--- src/rtl/msg_event_queue.sv ---
// Message capture FIFO feeding a hold-timed display stage.
// Rising edges of MSG_Sign enqueue {PID_out, MSG_OUT}; each entry is shown for HOLD_CYCLES or until Ack.
module msg_event_queue #(
  parameter int DEPTH       = 8,
  parameter int HOLD_CYCLES = 50000000,
  parameter int CNT_W       = 26
) (
  input  logic                         clk,
  input  logic                         reset,
  input  logic                         MSG_Sign,
  input  logic [4:0]                   MSG_OUT,
  input  logic [4:0]                   PID_out,
  input  logic                         Ack,
  input  logic                         Clear,
  output logic [4:0]                   Display_Msg,
  output logic [4:0]                   Display_PID,
  output logic                         Display_Valid,
  output logic [$clog2(DEPTH+1)-1:0]   Count,
  output logic                         Overflow
);

  localparam int PTR_W = $clog2(DEPTH);
  localparam int CW    = $clog2(DEPTH+1);

  localparam logic ST_IDLE = 1'b0;
  localparam logic ST_SHOW = 1'b1;

  localparam logic [CNT_W-1:0] HOLD_LOAD = CNT_W'(HOLD_CYCLES - 1);
  localparam logic [CW-1:0]    FULL_CNT  = CW'(DEPTH);

  logic             state_q, state_d;
  logic             prev_sign_q, prev_sign_d;
  logic [CNT_W-1:0] timer_q, timer_d;
  logic [PTR_W-1:0] wr_ptr_q, wr_ptr_d;
  logic [PTR_W-1:0] rd_ptr_q, rd_ptr_d;
  logic [CW-1:0]    count_q, count_d;
  logic             ovf_q, ovf_d;
  logic [4:0]       msg_q, msg_d;
  logic [4:0]       pid_q, pid_d;

  logic [9:0]       mem_q [DEPTH];

  logic             push;
  logic             release_now;
  logic             pop;
  logic             full;
  logic             wr_en;
  logic [9:0]       head;

  always_comb begin
    push        = MSG_Sign & ~prev_sign_q;
    release_now = (state_q == ST_SHOW) & ((timer_q == '0) | Ack);
    pop         = (count_q != '0) & ((state_q == ST_IDLE) | release_now);
    full        = (count_q == FULL_CNT);
    // A full FIFO still accepts a push when the display pops in the same cycle.
    wr_en       = push & (~full | pop) & ~Clear;
    head        = mem_q[rd_ptr_q];
  end

  always_comb begin
    state_d     = state_q;
    prev_sign_d = MSG_Sign;
    timer_d     = timer_q;
    wr_ptr_d    = wr_ptr_q;
    rd_ptr_d    = rd_ptr_q;
    count_d     = count_q;
    ovf_d       = ovf_q;
    msg_d       = msg_q;
    pid_d       = pid_q;

    if (Clear) begin
      state_d  = ST_IDLE;
      wr_ptr_d = '0;
      rd_ptr_d = '0;
      count_d  = '0;
      ovf_d    = 1'b0;
    end else begin
      if (wr_en) wr_ptr_d = wr_ptr_q + PTR_W'(1);
      if (push & full & ~pop) ovf_d = 1'b1;

      if (pop) begin
        rd_ptr_d = rd_ptr_q + PTR_W'(1);
        msg_d    = head[4:0];
        pid_d    = head[9:5];
        timer_d  = HOLD_LOAD;
        state_d  = ST_SHOW;
      end else if (release_now) begin
        state_d  = ST_IDLE;
      end else if (state_q == ST_SHOW) begin
        timer_d  = timer_q - CNT_W'(1);
      end

      count_d = count_q + CW'(wr_en) - CW'(pop);
    end
  end

  always_ff @(posedge clk or negedge reset) begin
    if (!reset) begin
      state_q     <= ST_IDLE;
      prev_sign_q <= 1'b0;
      timer_q     <= '0;
      wr_ptr_q    <= '0;
      rd_ptr_q    <= '0;
      count_q     <= '0;
      ovf_q       <= 1'b0;
      msg_q       <= '0;
      pid_q       <= '0;
    end else begin
      state_q     <= state_d;
      prev_sign_q <= prev_sign_d;
      timer_q     <= timer_d;
      wr_ptr_q    <= wr_ptr_d;
      rd_ptr_q    <= rd_ptr_d;
      count_q     <= count_d;
      ovf_q       <= ovf_d;
      msg_q       <= msg_d;
      pid_q       <= pid_d;
    end
  end

  // Storage needs no reset: Count gates every read.
  always_ff @(posedge clk) begin
    if (wr_en) mem_q[wr_ptr_q] <= {PID_out, MSG_OUT};
  end

  assign Display_Msg   = msg_q;
  assign Display_PID   = pid_q;
  assign Display_Valid = (state_q == ST_SHOW);
  assign Count         = count_q;
  assign Overflow      = ovf_q;

endmodule

--- config.mk ---
export PLATFORM = sky130hd
export DESIGN_NAME = msg_event_queue
export DESIGN_NICKNAME = d
export VERILOG_FILES = /design/src/rtl/msg_event_queue.sv
export SDC_FILE = /design/constraint.sdc
export NUM_CORES = 1
export LEC_CHECK = 0
export BUFFER_PORTS_ARGS = -buffer_cell sky130_fd_sc_hd__buf_2
export CORE_MARGIN = 3
export CORE_UTILIZATION = 48
export CTS_CLUSTER_SIZE = 16
export DETAILED_ROUTE_END_ITERATION = 7
export PLACE_DENSITY = 0.65
export SYNTH_ARGS = -nofsm -noshare
export SYNTH_HDL_FRONTEND = slang
export SYNTH_SLANG_ARGS = --single-unit
--- constraint.sdc ---
create_clock -name clk -period 7.7 [get_ports clk]
set_clock_uncertainty 0.05 [all_clocks]
set_input_delay 1.54 -clock clk [delete_from_list [all_inputs] [get_ports clk]]
set_output_delay 1.54 -clock clk [all_outputs]
set_load 0.01 [all_outputs]
==> reports/results.ini, run 1 <==
[floorplanning]
die_w_um = 116
rows = 39
start_util_pct = 50.0
die_area_um2 = 13400
fp.dieH_um = 116
top_level_ports = 31
coreArea_um2 = 11600

[clocking]
clk-insertion-delay-late_ns = 0.41
ctsLongestPathBuffers = 2
htree_levels = 4
postCtsResizedCells = 0
cts_setup_buffers = 0
numCtsBuffers = 17
cts.clk_slew.worst_paths_ns = 0.05
root_buffer = clkbuf_16
cts_tree = built
cts_sinks = 129
postCtsHoldBufs = 0

[sta]
hold_violations = 0
tightest_slew_ns = 1.18
fmax_ghz = 0.264
setup_tns_ns = 0
hold-worst-slack_ns = 0.483
fin_ws_ns = 3.91
slew_violations = 0
fin_crit_sh_pct = 49.2
slew_headroom_pct = 21.0
rsz0062_at_grt = no
min_period_ns = 3.79
final-setup-viol-count = 0

[finish]
final_common_cell = edfxtp_1
nNetsFinal = 474
n_fill_cell = 937
layout_common_cells = 80 x edfxtp_1, 49 x dfrtp_1, 35 x nand2_1
drive_gt1_share_pct = 24.0
ff_latch_area_um2 = 3630
post-route-util_pct = 57.4
antennaDiodeCount = 0
multi_input_area_um2 = 2040
stdcell_area_um2 = 6670
final_cells = 605
syn2layout_area_growth_pct = 14.9

[placement]
place_ws_ns = 3.51
dpl_cell_area_um2 = 6100
place_inst = 573
place_congestion = 0.777
dp_hpwl_mm = 7.69
portBuffers = 30

[routing]
antenna_left = 0
drc = 0
drt_iter0_markers = 244
routedWlPerCell_um = 20.0
dr.pass1.iters = 4
vias = 3666
avgViaCountPerCell = 6.06
wirelength_mm = 12.1

[critical_path]
start_kind = input port
worstRegToRegCells = 12
regToRegStartpoint = timer_q[0]
crit_fanout = 15
required_ns = 7.92
r2r_slack_ns = 4.00
critPathArrivalTime_ns = 4.01
r2r-end = Count[2]
path_class = input port to flip-flop
end_kind = flip-flop

[global_route]
antenna_found_initial = 0
grt_overflow = 0
grt_usage_pct = 19.8
grt_pass1_wl_mm = 20.1
grt_pass1_vias = 3783
grt_max_degree = 50

[worst_hold_path]
hold_path.class = flip-flop to flip-flop
worstHoldPathCells = 2
worstHoldStart = Overflow
whs_endpoint = Overflow

[yosys]
ys_warn_count = 0
ys_seq_elements = 129
synth_top_area_cell = edfxtp_1
avgSynthCellArea_um2 = 14.0
netlist_area_um2 = 5800
netlist_instances = 415
synthDistinctLibCells = 58
synth_top_area_share_pct = 41.4
synth-seq-area-share_pct = 62.5
ys_top_cells_by_area = edfxtp_1 41%, dfrtp_1 21%, mux4_2 7.8%
synth-async-reset-ratio_pct = 38.0
synthFlopType = edfxtp_1
synth_edf_count = 80
synth_nets = 440

[job]
maxCapViolCount = 0

[power_and_ir_drop]
power_density_nw_per_um2 = 313
swShare_pct = 29.6
power_mw = 2.09
p_sw_mw = 0.618
ir_drop_uv = 199
leakagePower_nw = 2.31
seqPwrFrac_pct = 40.9
p_int_mw = 1.47
clkPwrFrac_pct = 36.2
comb_power_share_pct = 22.8

[outcome]
outcome = complete, no violations

sequential cells by signal (all words and copies together) (netlist names):
name	flops
Count	4
Display_Msg	5
Display_PID	5
Display_Valid	1
Overflow	1
mem_q	80
prev_sign_q	1
rd_ptr_q	3
timer_q	26
wr_ptr_q	3
metal layers:
metal	up-vias	GRT usage, %	routed length, µm
met2	73	33.5	6380
met4	0	7.97	206
met3	17	4.70	390
met1	1873	24.8	5100
met5	-	0	0
li1	1703	-	-
area by class of cell:
class	instances	share of cell area, %
sequential	129	54.4
clock inverter	11	1.61
tap	143	2.68
clock buffer	21	6.90
inverter	10	0.563
timing repair buffer	39	3.26
multi-input combinational	252	30.6
logic make-up after synthesis:
group / count (synthesis) / synth area share (%)
simple gates: 133 / 13.8
flops: 129 / 62.5
compound gates: 82 / 9.66
buf+inv: 34 / 2.76
mux: 23 / 8.32
fa+ha+maj: 10 / 2.29
xor+xnor: 4 / 0.604
worst max-delay path: stages:
cell,delay (ns)
buf_2,0.11
nor2b_1,0.43
o31ai_4,0.30
o211ai_2,0.51
ha_1,0.32
inv_1,0.05
ha_1,0.18
fa_1,0.42
nor2b_1,0.15
synth_stat cells, drive strengths merged (2+ instances only):
master	number
mux2	2
nor3	7
inv	9
nand3	12
clkbuf	12
o21ai	12
or3	9
a2bb2oi	2
a31oi	24
o41ai	3
xnor2	4
a2111oi	2
ha	9
or2	2
dfrtp	49
mux4	20
or4	15
o211ai	4
nand2b	5
and3	3
nor4	10
a21o	2
edfxtp	80
nand3b	2
nor2b	5
o31ai	12
nand4	2
nand2	35
nor2	18
a21oi	15
nor4b	3
buf	12
nor3b	3
worst max-delay path by stage:
stage | from | endpoint | slack [ns] | depth (start not counted)
after floorplan | Clear | mem_q[4][0] | 3.93 | 4
after global placement | Ack | Count[1] | 3.65 | 9
after detailed placement | Ack | Count[1] | 3.51 | 9
after CTS | Ack | Count[1] | 3.94 | 9
after global routing | timer_q[0] | Count[2] | 3.72 | 12
final | Ack | Count[1] | 3.91 | 9
power groups by stage:
stage	Combinational (mW)	Sequential (mW)	Clock (mW)
detailed placement	0.482	0.869	0
finish	0.477	0.854	0.757
global placement	0.475	0.867	0
global route	0.535	0.863	0.805
floorplan	0.348	0.853	0
CTS	0.484	0.856	0.773
(Power assumes the default switching activity.)
==> inputs of run 2 (changes only) <==
--- a/config.mk
+++ b/config.mk
@@ -5,12 +5,12 @@
 export SDC_FILE = /design/constraint.sdc
 export NUM_CORES = 1
 export LEC_CHECK = 0
+export ABC_AREA = 1
 export BUFFER_PORTS_ARGS = -buffer_cell sky130_fd_sc_hd__buf_2
 export CORE_MARGIN = 3
 export CORE_UTILIZATION = 48
 export CTS_CLUSTER_SIZE = 16
 export DETAILED_ROUTE_END_ITERATION = 7
-export PLACE_DENSITY = 0.65
 export SYNTH_ARGS = -nofsm -noshare
 export SYNTH_HDL_FRONTEND = slang
 export SYNTH_SLANG_ARGS = --single-unit
==> constraint.sdc (replaced) <==
create_clock -name clk -period 3.65 [get_ports clk]
set_clock_uncertainty 0.05 [all_clocks]
set_input_delay 0.73 -clock clk [delete_from_list [all_inputs] [get_ports clk]]
set_output_delay 0.73 -clock clk [all_outputs]
set_load 0.01 [all_outputs]
==> reports/results.ini, run 2 <==
[outcome]
outcome = complete, no violations

[sta]
min_period_ns = 2.99
setup_tns_ns = 0
fmax_ghz = 0.334
rsz0062_at_grt = no
slew_headroom_pct = 23.4
final-setup-viol-count = 0
hold_violations = 0
tightest_slew_ns = 1.15
hold-worst-slack_ns = 0.384
fin_crit_sh_pct = 81.9
slew_violations = 0
fin_ws_ns = 0.660

[routing]
dr.pass1.iters = 5
wirelength_mm = 12.7
avgViaCountPerCell = 5.17
drc = 0
antenna_left = 0
routedWlPerCell_um = 16.1
vias = 4071
drt_iter0_markers = 267

[global_route]
grt_pass1_vias = 3916
antenna_found_initial = 0
grt_max_degree = 50
grt_usage_pct = 19.4
grt_overflow = 0
grt_pass1_wl_mm = 20.7

[finish]
top_regs = mem_q: 80 flops, timer_q: 26 flops
antennaDiodeCount = 0
final_common_cell = nand2_1
multi_input_area_um2 = 2040
regMostFlops = mem_q
n_fill_cell = 1084
drive_gt1_share_pct = 14.4
nNetsFinal = 631
ff_latch_area_um2 = 3630
syn2layout_area_growth_pct = 13.7
final_cells = 787
layout_common_cells = 97 x nand2_1, 83 x nor2_1, 80 x edfxtp_1
largest_reg_flops = 80

[yosys]
muxShareOfSynthArea_pct = 1.67
synth-seq-area-share_pct = 60.7
synth_top_area_cell = edfxtp_1
synthDistinctLibCells = 30
netlist_instances = 581
synth-async-reset-ratio_pct = 38.0
netlist_area_um2 = 5980
synth_edf_count = 80
synthAdderAreaFrac_pct = 2.22
post-synth-top-count-cell = nand2_1
ys_warn_count = 0
ys_top_cells_by_area = edfxtp_1 40%, dfrtp_1 21%, nand2_1 6.1%
synth_compound_area_share_pct = 7.20
synth_nets = 606
synth_top_family_by_area = simple AND/OR/NAND/NOR gates
ys_seq_elements = 129
synth_top_area_share_pct = 40.2
synth_xor_area_share_pct = 2.05
synth.top_cells.by_count = 97 x nand2_1, 83 x nor2_1, 80 x edfxtp_1, 62 x nand3_1, 49 x dfrtp_1
avgSynthCellArea_um2 = 10.3
synthFlopType = edfxtp_1
synth-simple-area-share_pct = 21.0

[power_and_ir_drop]
swShare_pct = 33.9
seqPwrFrac_pct = 38.5
p_sw_mw = 1.62
comb_power_share_pct = 26.8
power_density_nw_per_um2 = 703
clkPwrFrac_pct = 34.7
leakagePower_nw = 2.80
ir_drop_uv = 461
power_mw = 4.78
p_int_mw = 3.16

[clocking]
cts_tree = built
postCtsResizedCells = 0
clk-insertion-delay-late_ns = 0.42
postCtsHoldBufs = 0
cts_sinks = 129
ctsLongestPathBuffers = 2
htree_levels = 4
cts.clk_slew.worst_paths_ns = 0.06
numCtsBuffers = 17
root_buffer = clkbuf_16
cts_setup_buffers = 0

[placement]
place_ws_ns = 0.652
place_congestion = 0.794
dp_hpwl_mm = 7.91
portBuffers = 30
place_inst = 755

[critical_path]
critPathArrivalTime_ns = 3.25
r2r-end = Count[2]
regToRegStartpoint = timer_q[0]
critPathSlowestCell = fa_1
start_kind = flip-flop
crit_chain = inv_1 > ha_1 > nand2_2 > nor2_4 > nand4_4 > nand2_4 > nand2_4 > nand2_4 > nand3_4 > ha_1 > inv_1 > ha_1 > fa_1 > xnor2_1 > nor2_1
worstRegToRegCells = 15
crit_fanout = 11
required_ns = 3.91
r2r_slack_ns = 0.66
path_class = flip-flop to flip-flop
end_kind = flip-flop
cpPeakStageDelay_ns = 0.39

[worst_hold_path]
worstHoldPathCells = 1
worstHoldStart = MSG_Sign
whs_endpoint = prev_sign_q
hold_path.class = input port to flip-flop

[floorplanning]
die_w_um = 118
die_area_um2 = 13800
coreArea_um2 = 12100
rows = 40
top_level_ports = 31
fp.dieH_um = 118
start_util_pct = 49.3

[job]
maxCapViolCount = 0

-- run 2: final cells by class --
class,count,share of cell area (%)
sequential,129,53.4
clock buffer,18,6.31
tap,168,3.09
multi-input combinational,382,30.0
inverter,44,2.43
clock inverter,14,2.34
timing repair buffer,32,2.43
-- run 2: kinds of logic after synthesis --
logic type,count (synthesis)
and+or+nand+nor,275
DFF,129
AOI/OAI and AO/OA,73
buffers and inverters,70
xor gates and xnor gates,14
muxes,10
adders and majority gates,10
-- run 2: critical path: cells and delay by family (launching register included) --
family                   cells  cell delay, ns
XOR/XNOR                     1            0.17
adder cells (fa/ha/maj)      4            1.20
buffers and inverters        2            0.15
flip-flops                   1            0.36
AND/OR/NAND/NOR              8            0.96
-- run 2: per-layer routing --
metal / global-route usage (%) / wire (µm)
met5: 0 / 0
met4: 5.57 / 46
met3: 5.72 / 522
met2: 31.4 / 6460
met1: 25.7 / 5640
-- run 2: worst max-delay path by stage --
stage	from	end	slack, ns
after global routing	timer_q[0]	Count[2]	0.50
after global placement	timer_q[0]	Count[2]	0.76
after CTS	timer_q[0]	Count[2]	0.64
after floorplan	timer_q[0]	Count[2]	0.86
after detailed placement	timer_q[0]	Count[2]	0.65
final	timer_q[0]	Count[2]	0.66
-- run 2: power by group through the flow --
stage	logic, mW	registers, mW	clock network, mW
global placement	1.27	1.86	0
global route	1.46	1.86	1.77
finish	1.28	1.84	1.66
floorplan	0.964	1.88	0
CTS	1.30	1.84	1.69
detailed placement	1.30	1.87	0
-- run 2: through the flow --
stage	utilization [%]	area, µm²
floorplan	-	5980
global placement	51.3	6210
detailed placement	51.3	6210
CTS	56.1	6800
global route	56.1	6800
finish	56.1	6800
